`src/rtl/ram_arbiter.sv`:
```
// Two-requester arbiter and sequencer for the shared multi-cycle 256x8 RAM.
// Define RAM_ARB_RR_EN for round-robin arbitration; otherwise requester 0 has fixed priority.
module ram_arbiter #(
  parameter int AW     = 8,
  parameter int DW     = 8,
  parameter int RD_SMP = 3,
  parameter int RD_OCC = 5,
  parameter int WR_OCC = 4
) (
  input  logic          Clk,
  input  logic          Rst,
  input  logic          req0,
  input  logic          req1,
  input  logic          we0,
  input  logic          we1,
  input  logic [AW-1:0] addr0,
  input  logic [AW-1:0] addr1,
  input  logic [DW-1:0] wdata0,
  input  logic [DW-1:0] wdata1,
  output logic          done0,
  output logic          done1,
  output logic [DW-1:0] rdata0,
  output logic [DW-1:0] rdata1,
  output logic          ram_rd,
  output logic          ram_wr,
  output logic [AW-1:0] ram_rd_addr,
  output logic [AW-1:0] ram_wr_addr,
  output logic [DW-1:0] ram_wr_data,
  input  logic [DW-1:0] ram_rd_data
);

  typedef enum logic [1:0] {DRAIN, IDLE, CMD, WAIT} state_t;

  // cnt is cleared at E0, so at edge En it reads n-1.
  localparam logic [2:0] DRAIN_LAST = 3'(RD_OCC - 2);
  localparam logic [2:0] RD_DONE    = 3'(RD_SMP - 1);
  localparam logic [2:0] RD_LAST    = 3'(RD_OCC - 2);
  localparam logic [2:0] WR_DONE    = 3'(WR_OCC - 3);
  localparam logic [2:0] WR_LAST    = 3'(WR_OCC - 2);

  state_t        state_reg, state_next;
  logic [2:0]    cnt_reg, cnt_next;
  logic          we_reg, we_next;
  logic          owner_reg, owner_next;
  logic          done0_reg, done0_next;
  logic          done1_reg, done1_next;
  logic [DW-1:0] rdata0_reg, rdata0_next;
  logic [DW-1:0] rdata1_reg, rdata1_next;
  logic          rd_reg, rd_next;
  logic          wr_reg, wr_next;
  logic [AW-1:0] rd_addr_reg, rd_addr_next;
  logic [AW-1:0] wr_addr_reg, wr_addr_next;
  logic [DW-1:0] wr_data_reg, wr_data_next;

  logic          any_req;
  logic          win;
  logic          arb_en;
  logic          sel_we;
  logic [AW-1:0] sel_addr;
  logic [DW-1:0] sel_wdata;

  assign any_req = req0 | req1;

`ifdef RAM_ARB_RR_EN
  // rr_ptr_reg names the requester that wins the next contended grant.
  logic rr_ptr_reg, rr_ptr_next;

  assign win = (req0 && req1) ? rr_ptr_reg : req1;

  always_comb begin
    rr_ptr_next = rr_ptr_reg;
    if (arb_en && any_req) rr_ptr_next = ~win;
  end

  always_ff @(posedge Clk) begin
    if (Rst) rr_ptr_reg <= 1'b0;
    else     rr_ptr_reg <= rr_ptr_next;
  end
`else
  assign win = ~req0;
`endif

  assign sel_we    = win ? we1    : we0;
  assign sel_addr  = win ? addr1  : addr0;
  assign sel_wdata = win ? wdata1 : wdata0;

  always_comb begin
    state_next   = state_reg;
    cnt_next     = cnt_reg;
    we_next      = we_reg;
    owner_next   = owner_reg;
    done0_next   = 1'b0;
    done1_next   = 1'b0;
    rdata0_next  = rdata0_reg;
    rdata1_next  = rdata1_reg;
    rd_next      = 1'b0;
    wr_next      = 1'b0;
    rd_addr_next = rd_addr_reg;
    wr_addr_next = wr_addr_reg;
    wr_data_next = wr_data_reg;
    arb_en       = 1'b0;

    case (state_reg)
      DRAIN: begin
        cnt_next = cnt_reg + 3'd1;
        if (cnt_reg == DRAIN_LAST) state_next = IDLE;
      end
      IDLE: arb_en = 1'b1;
      CMD: begin
        cnt_next   = 3'd0;
        state_next = WAIT;
      end
      WAIT: begin
        cnt_next = cnt_reg + 3'd1;
        if (we_reg ? (cnt_reg == WR_DONE) : (cnt_reg == RD_DONE)) begin
          done0_next = ~owner_reg;
          done1_next = owner_reg;
          if (!we_reg) begin
            if (owner_reg) rdata1_next = ram_rd_data;
            else           rdata0_next = ram_rd_data;
          end
        end
        // The last occupancy edge doubles as an idle edge so the RAM is reissued without a gap.
        if (cnt_reg == (we_reg ? WR_LAST : RD_LAST)) begin
          state_next = IDLE;
          arb_en     = 1'b1;
        end
      end
      default: state_next = DRAIN;
    endcase

    if (arb_en && any_req) begin
      state_next = CMD;
      owner_next = win;
      we_next    = sel_we;
      if (sel_we) begin
        wr_next      = 1'b1;
        wr_addr_next = sel_addr;
        wr_data_next = sel_wdata;
      end else begin
        rd_next      = 1'b1;
        rd_addr_next = sel_addr;
      end
    end
  end

  always_ff @(posedge Clk) begin
    if (Rst) begin
      state_reg   <= DRAIN;
      cnt_reg     <= 3'd0;
      we_reg      <= 1'b0;
      owner_reg   <= 1'b0;
      done0_reg   <= 1'b0;
      done1_reg   <= 1'b0;
      rdata0_reg  <= '0;
      rdata1_reg  <= '0;
      rd_reg      <= 1'b0;
      wr_reg      <= 1'b0;
      rd_addr_reg <= '0;
      wr_addr_reg <= '0;
      wr_data_reg <= '0;
    end else begin
      state_reg   <= state_next;
      cnt_reg     <= cnt_next;
      we_reg      <= we_next;
      owner_reg   <= owner_next;
      done0_reg   <= done0_next;
      done1_reg   <= done1_next;
      rdata0_reg  <= rdata0_next;
      rdata1_reg  <= rdata1_next;
      rd_reg      <= rd_next;
      wr_reg      <= wr_next;
      rd_addr_reg <= rd_addr_next;
      wr_addr_reg <= wr_addr_next;
      wr_data_reg <= wr_data_next;
    end
  end

  assign done0       = done0_reg;
  assign done1       = done1_reg;
  assign rdata0      = rdata0_reg;
  assign rdata1      = rdata1_reg;
  assign ram_rd      = rd_reg;
  assign ram_wr      = wr_reg;
  assign ram_rd_addr = rd_addr_reg;
  assign ram_wr_addr = wr_addr_reg;
  assign ram_wr_data = wr_data_reg;

endmodule

```
`config.mk`:
```
export PLATFORM = sky130hd
export DESIGN_NAME = ram_arbiter
export DESIGN_NICKNAME = d
export VERILOG_FILES = /design/src/rtl/ram_arbiter.sv
export SDC_FILE = /design/constraint.sdc
export NUM_CORES = 1
export LEC_CHECK = 0
export ABC_AREA = 1
export CAP_MARGIN = 40
export CORE_ASPECT_RATIO = 0.6
export CORE_UTILIZATION = 45
export CTS_BUF_LIST = sky130_fd_sc_hd__clkbuf_4 sky130_fd_sc_hd__clkbuf_8 sky130_fd_sc_hd__clkbuf_16
export DETAILED_ROUTE_END_ITERATION = 10
export PLACE_DENSITY_LB_ADDON = 0.12
export SYNTH_ARGS = -nofsm -noshare
export SYNTH_HDL_FRONTEND = slang
export SYNTH_SLANG_ARGS = --single-unit
```
`constraint.sdc`:
```
create_clock -name Clk -period 1.78 [get_ports Clk]
set_clock_uncertainty 0.15 [all_clocks]
set_input_delay 0.356 -clock Clk [delete_from_list [all_inputs] [get_ports Clk]]
set_output_delay 0.356 -clock Clk [all_outputs]
set_load 0.01 [all_outputs]
```
==> impl_metrics.yaml, run 1 <==
worst_setup_path:
  crit_fanout: 2
  cp.required_ns: 1.27
  crit_chain: "clkdlybuf4s50_1"
  critical_path_buf_inv_count: 1
  slowest_stage: "clkdlybuf4s50_1"
  worstSetupPathType: "reg2out"
  timing.rr.start: "state_reg[0]"
  slowest_delay_ns: 0.55
  arrival_ns: 1.26
  startpoint: "ram_wr_addr[1]"
  crit_path_end_kind: "output port"
  critPathTopFamily: "buffers and inverters"
  cp-start-kind: "flop"
timing:
  finalCriticalPeriod_ns: 1.76
  slew_violations: 0
  max-slew-margin-rel_pct: 84.1
  rsz0062_at_grt: "true"
  finalSetupViolCount: 0
  final-hold-violation-count: 0
  fmax_ghz: 0.567
  fin_crit_sh_pct: 99.1
  worst_pin_slew_ns: 0.232
  hold_slack_ns: 0.351
  worst_slack_ns: 0.0164
grt:
  grt.total_usage_pct: 22.1
  grt_max_degree: 45
  grt-ovfl-total: 0
  grt_pass1_wl_um: 9960
  grt_antenna_before_repair: 0
  grt_pass1_vias: 2202
placement:
  placed_area_um2: 3500
  place_congestion: 0.817
  hpwl_um: 4670
  portBuffers: 89
  place_ws_ns: -0.150
yosys:
  synth_top_area_cell: "dfxtp_1"
  synth_top_cell_area_share_pct: 41.2
  synth_edf_count: 0
  synth_seq_area_share_pct: 41.2
  synth.cell_area_um2: 2480
  synthCells: 346
  netlist-cell-type-count: 23
  async_reset_ff_share_pct: 0
  ys_top_cells_by_area: "dfxtp_1 (41%), nor2_1 (10%), nand2_1 (9.7%)"
  syn_area_per_cell_um2: 7.16
  synth_fp_nets: 399
  ys_ff_latch: 51
  synth-main-ff-cell: "dfxtp_1"
  ys.warnings.count: 0
finish:
  mostFrequentLayoutCells: "clkdlybuf4s50_1 (85), nand2_1 (64), nor2_1 (62)"
  antenna_cells: 0
  final_common_cell: "clkdlybuf4s50_1"
  fin_util_pct: 71.6
  area_growth_pct: 49.7
  fillers: 463
  final_area_um2: 3710
  nets: 500
  drive_gt1_share_pct: 11.4
power_and_ir_drop:
  leakagePower_nw: 1.71
  fin_total_pwr_mw: 3.20
  powerDensity_nw_per_um2: 861
  ir_drop_uv: 354
floorplan:
  core_area_um2: 5180
  die-area_um2: 5820
  initial_utilization_pct: 47.9
  die_h_um: 59.5
  die_x_um: 97.8
  io-pin-count: 90
  row_count: 20
run_status:
  run_status: "complete, but fails checks"
  violations: "design-rule violations"
cts:
  clock_latency_ns: 0.32
  clock_tree.root_cell: "clkbuf_8"
  cts_buffers: 5
  cts_hold_buf: 0
  cts_buffer_depth: 2
  cts_tree: "yes"
  clk_pin_slew_ns: 0.10
  cts.htree.levels: 2
  cts.sinks: 51
hold_path:
  min_from: "owner_reg"
  hp-class: "reg2reg"
route:
  antenna_left: 0
  drt_wl_total_um: 6410
  drc: 4
  via_count: 2454
  drt_iter0_drc: 80
  drt_first_pass_iters: 7
  vias_per_cell: 4.77
  routedWlPerCell_um: 12.5
flow_run:
  max_cap_violations: 0
==> per-layer routing <==
layer,part of all wire (%),up-vias,GRT usage (%)
met5,0,-,0
met4,1.3,0,7.79
met3,6.4,8,5.42
met2,45,75,35.1
met1,47,1096,29.7
li1,-,1275,-
==> power by group <==
group | leakage (nW) | internal, mW | switching, mW | total (mW)
registers | 0.415 | 1.28 | 0.111 | 1.39
clock network | 0.0489 | 0.285 | 0.433 | 0.718
logic | 1.24 | 0.503 | 0.582 | 1.09
total | 1.71 | 2.07 | 1.13 | 3.20
==> cell type report <==
| type | instances | area [um^2] | area share [%] |
|---|---|---|---|
| clock buffer | 5 | 68.8 | 1.85 |
| clock inverter | 3 | 22.5 | 0.607 |
| inverter | 65 | 248 | 6.68 |
| multi-input combinational | 218 | 1220 | 32.8 |
| sequential | 51 | 1030 | 27.7 |
| tap | 66 | 82.6 | 2.23 |
| timing repair buffer | 106 | 1040 | 28.2 |
==> path summary, 6_finish.rpt <==
path	end	slack [ns]	depth (start not counted)
worst min register to register	done0	0.35	1
worst max-delay path	ram_wr_addr[1]	0.02	1
worst min-delay path	done0	0.35	1
worst max register to register	rdata0[3]	0.03	9
==> timing repair <==
action | in CTS | in global routing
setup endpoints to repair | 3 | 44
gates resized for setup | 0 | 26
gates cloned | 0 | 1
pin swaps | 1 | 9
buffers inserted | 1 | 1
==> Yosys cell counts (2+ instances only) <==
| cell type | n |
|---|---|
| nor2_1 | 68 |
| nand2_1 | 64 |
| inv_1 | 59 |
| dfxtp_1 | 51 |
| nand4_1 | 26 |
| o21ai_0 | 17 |
| mux2i_1 | 16 |
| a21oi_1 | 7 |
| ha_1 | 7 |
| inv_2 | 5 |
| buf_2 | 4 |
| buf_4 | 4 |
| clkbuf_1 | 4 |
| nor2_4 | 3 |
| nand3_1 | 2 |
| nand3_2 | 2 |
==> logic make-up (layout without fill, tap and decap cells) <==
logic type,count (synthesis),after routing,synth area share (%)
muxes,16,16,6.46
DFF,51,51,41.2
AOI/OAI and AO/OA,25,25,5.10
buffers and inverters,78,179,12.9
and+or+nand+nor,169,170,30.8
adders and majority gates,7,7,3.53
==> stage by stage <==
stage	TNS, ns	cells
floorplan	0	346
global placement	-2.39	503
detailed placement	-3.23	503
CTS	0	512
global route	-0.394	514
finish	0	514
Note: power is estimated with default switching activity, not from simulation.
==> inputs of run 2 (changes only) <==
HOLD_SLACK_MARGIN = 0.05   (was not set)
==> results of run 2 <==
Same layout as run 1: the final DEF is identical, and so are final timing and power.
==> inputs of run 3 (changes only) <==
ABC_AREA = not set   (was 1)
CORE_ASPECT_RATIO = not set   (was 0.6)
CORE_UTILIZATION = 44   (was 45)
MAX_ROUTING_LAYER = met4   (was not set)
==> run 3 against run 2 <==
Effect of this change:
- the flow now finishes without violations
- cell count fell by 21%
- fmax rose by 1.2%
- count of clock-buffer cells in the layout rose by 1
- synthesized cell count fell by 34%
- sequential cell count did not move
- routed wire length fell by 18%
- die area rose by 0.14%
- highest routed layer unchanged
- final area rose by 1.0%
- critical path type unchanged
- power rose by 5.7%
- first-iteration DRC count fell by 34%
- clock power fell by 7.9%
==> impl_metrics.yaml, run 3 <==
grt:
  grt_pass1_vias: 2039
  grt_pass1_wl_um: 9230
  grt_antenna_before_repair: 0
  grt_max_degree: 30
  grt-ovfl-total: 0
  grt.met3_usage_pct: 4.55
  grt_util_met1_pct: 24.3
  gr-max-usage-layer: "met2"
  grt.total_usage_pct: 20.1
  met2_usage_pct: 33.5
finish:
  area_growth_pct: 54.2
  nets: 390
  final_common_cell: "clkdlybuf4s50_1"
  fillers: 421
  stdcell_count: 408
  drive_gt1_share_pct: 26.3
  antenna_cells: 0
  mostFrequentLayoutCells: "clkdlybuf4s50_1 (83), dfxtp_1 (48), nor2_1 (31), mux2i_1 (31), buf_4 (23)"
yosys:
  ys.warnings.count: 0
  ys_ff_latch: 51
  synthCells: 228
  synth_seq_area_share_pct: 42.0
  synth_edf_count: 0
  synth_fp_nets: 281
  synth_top_cell_area_share_pct: 42.0
  syn_area_per_cell_um2: 10.7
  synth-main-ff-cell: "dfxtp_1"
  synth.cell_area_um2: 2430
  synth_top_area_cell: "dfxtp_1"
  ys_top_cells_by_area: "dfxtp_1 (42%), mux2i_1 (13%), a311oi_2 (8.0%)"
  netlist-cell-type-count: 37
  synth.most_common_cell: "dfxtp_1"
  async_reset_ff_share_pct: 0
  synthTopCellsByCount: "dfxtp_1 (51), mux2i_1 (32), nor2_1 (31)"
route:
  drt_first_pass_iters: 4
  vias_per_cell: 5.05
  via_count: 2060
  drt_wl_total_um: 5230
  drc: 0
  drt_iter0_drc: 53
  routedWlPerCell_um: 12.8
  antenna_left: 0
worst_setup_path:
  timing.rr.start: "state_reg[0]"
  cp.required_ns: 1.27
  startpoint: "ram_wr_data[7]"
  crit_path_end_kind: "output port"
  critical_path_buf_inv_count: 1
  crit_chain: "clkdlybuf4s50_1"
  slowest_delay_ns: 0.55
  cp-start-kind: "flop"
  arrival_ns: 1.24
  worstSetupPathType: "reg2out"
  crit_fanout: 2
  slowest_stage: "clkdlybuf4s50_1"
  critPathTopFamily: "buffers and inverters"
placement:
  hpwl_um: 3860
  portBuffers: 89
  dp_cells: 398
  place_ws_ns: -0.322
  place_congestion: 0.732
timing:
  worst_pin_slew_ns: 0.581
  slew_violations: 0
  fin_crit_sh_pct: 97.9
  rsz0062_at_grt: "true"
  worst_slack_ns: 0.0371
  final-hold-violation-count: 0
  fmax_ghz: 0.574
  finalCriticalPeriod_ns: 1.74
  max-slew-margin-rel_pct: 61.3
  finalSetupViolCount: 0
floorplan:
  core_area_um2: 5200
  die_x_um: 76.3
  die-area_um2: 5830
  row_count: 26
  die_h_um: 76.3
  io-pin-count: 90
  initial_utilization_pct: 46.7
hold_path:
  hp-class: "reg2reg"
  min_from: "owner_reg"
cts:
  cts_hold_buf: 0
  cts.htree.levels: 2
  cts_buffers: 5
  clock_tree.root_cell: "clkbuf_8"
  cts.sinks: 51
  cts_buffer_depth: 2
  cts_tree: "yes"
  clk_pin_slew_ns: 0.09
  clock_latency_ns: 0.30
run_status:
  run_status: "finished, final reports clean"
power_and_ir_drop:
  powerDensity_nw_per_um2: 901
  ir_drop_uv: 534
  leakagePower_nw: 1.54
flow_run:
  max_cap_violations: 0
run 3: cell types whose count changed after synthesis, moves of 16 or more:
cell and change:
inv_1 -53, mux2i_1 +16, nand2_1 -61, nand4_1 -25, nor2_1 -37, o21ai_0 -16
run 3: kinds of logic (layout without fill, tap and decap cells):
group	Yosys count	count (layout)	synth area share (%)
buffers and inverters	23	133	5.10
xor gates and xnor gates	1	1	0.360
and+or+nand+nor	57	57	11.3
adders and majority gates	7	7	3.60
muxes	40	40	18.1
DFF	51	51	42.0
AOI/OAI and AO/OA	49	49	19.6
run 3: where the power goes:
group,internal [mW],switching [mW],leakage (nW)
Clock,0.291,0.370,0.0446
Combinational,0.717,0.626,1.08
Sequential,1.27,0.107,0.414
run 3: repair_timing:
action,4_1_cts,5_1_grt
cloned,0,0
pin swaps,1,3
setup endpoints to repair,11,32
gates resized for setup,2,16
setup buffers,1,1
run 3: final timing paths:
check,end,slack (ns),cells past startpoint
max,ram_wr_data[7],0.04,1
min reg2reg,done0,0.31,1
min,done0,0.31,1
max reg2reg,ram_rd_addr[4],0.04,6
run 3: per-layer routing:
metal / routed length (um) / up-vias
li1: - / 1031
met1: 2380 / 951
met2: 2520 / 72
met3: 281 / 6
met4: 55 / 0
met5: 0 / -
run 3: final cells by class:
type                            instances  area (um^2)  area share [%]
Inverter                                6         22.5           0.601
Timing Repair Buffer                  119         1190            31.8
Clock buffer                            6         76.3            2.04
Clock inverter                          2         12.5           0.334
Sequential cell                        51         1020            27.3
Multi-Input combinational cell        154         1330            35.5
Tap cell                               70         87.6            2.34
run 3: stage by stage:
step	util (%)	cell area (um^2)	power, mW	setup TNS (ns)	hold slack (ns)
6_report	72.0	3750	3.38	0	0.310
5_1_grt	72.0	3750	3.58	-0.0197	0.349
4_1_cts	70.9	3690	3.35	0	0.312
3_5_place_dp	68.6	3570	2.66	-6.84	0.298
3_3_place_gp	68.6	3570	2.64	-5.92	0.304
2_1_floorplan	-	2440	2.17	0	0.276
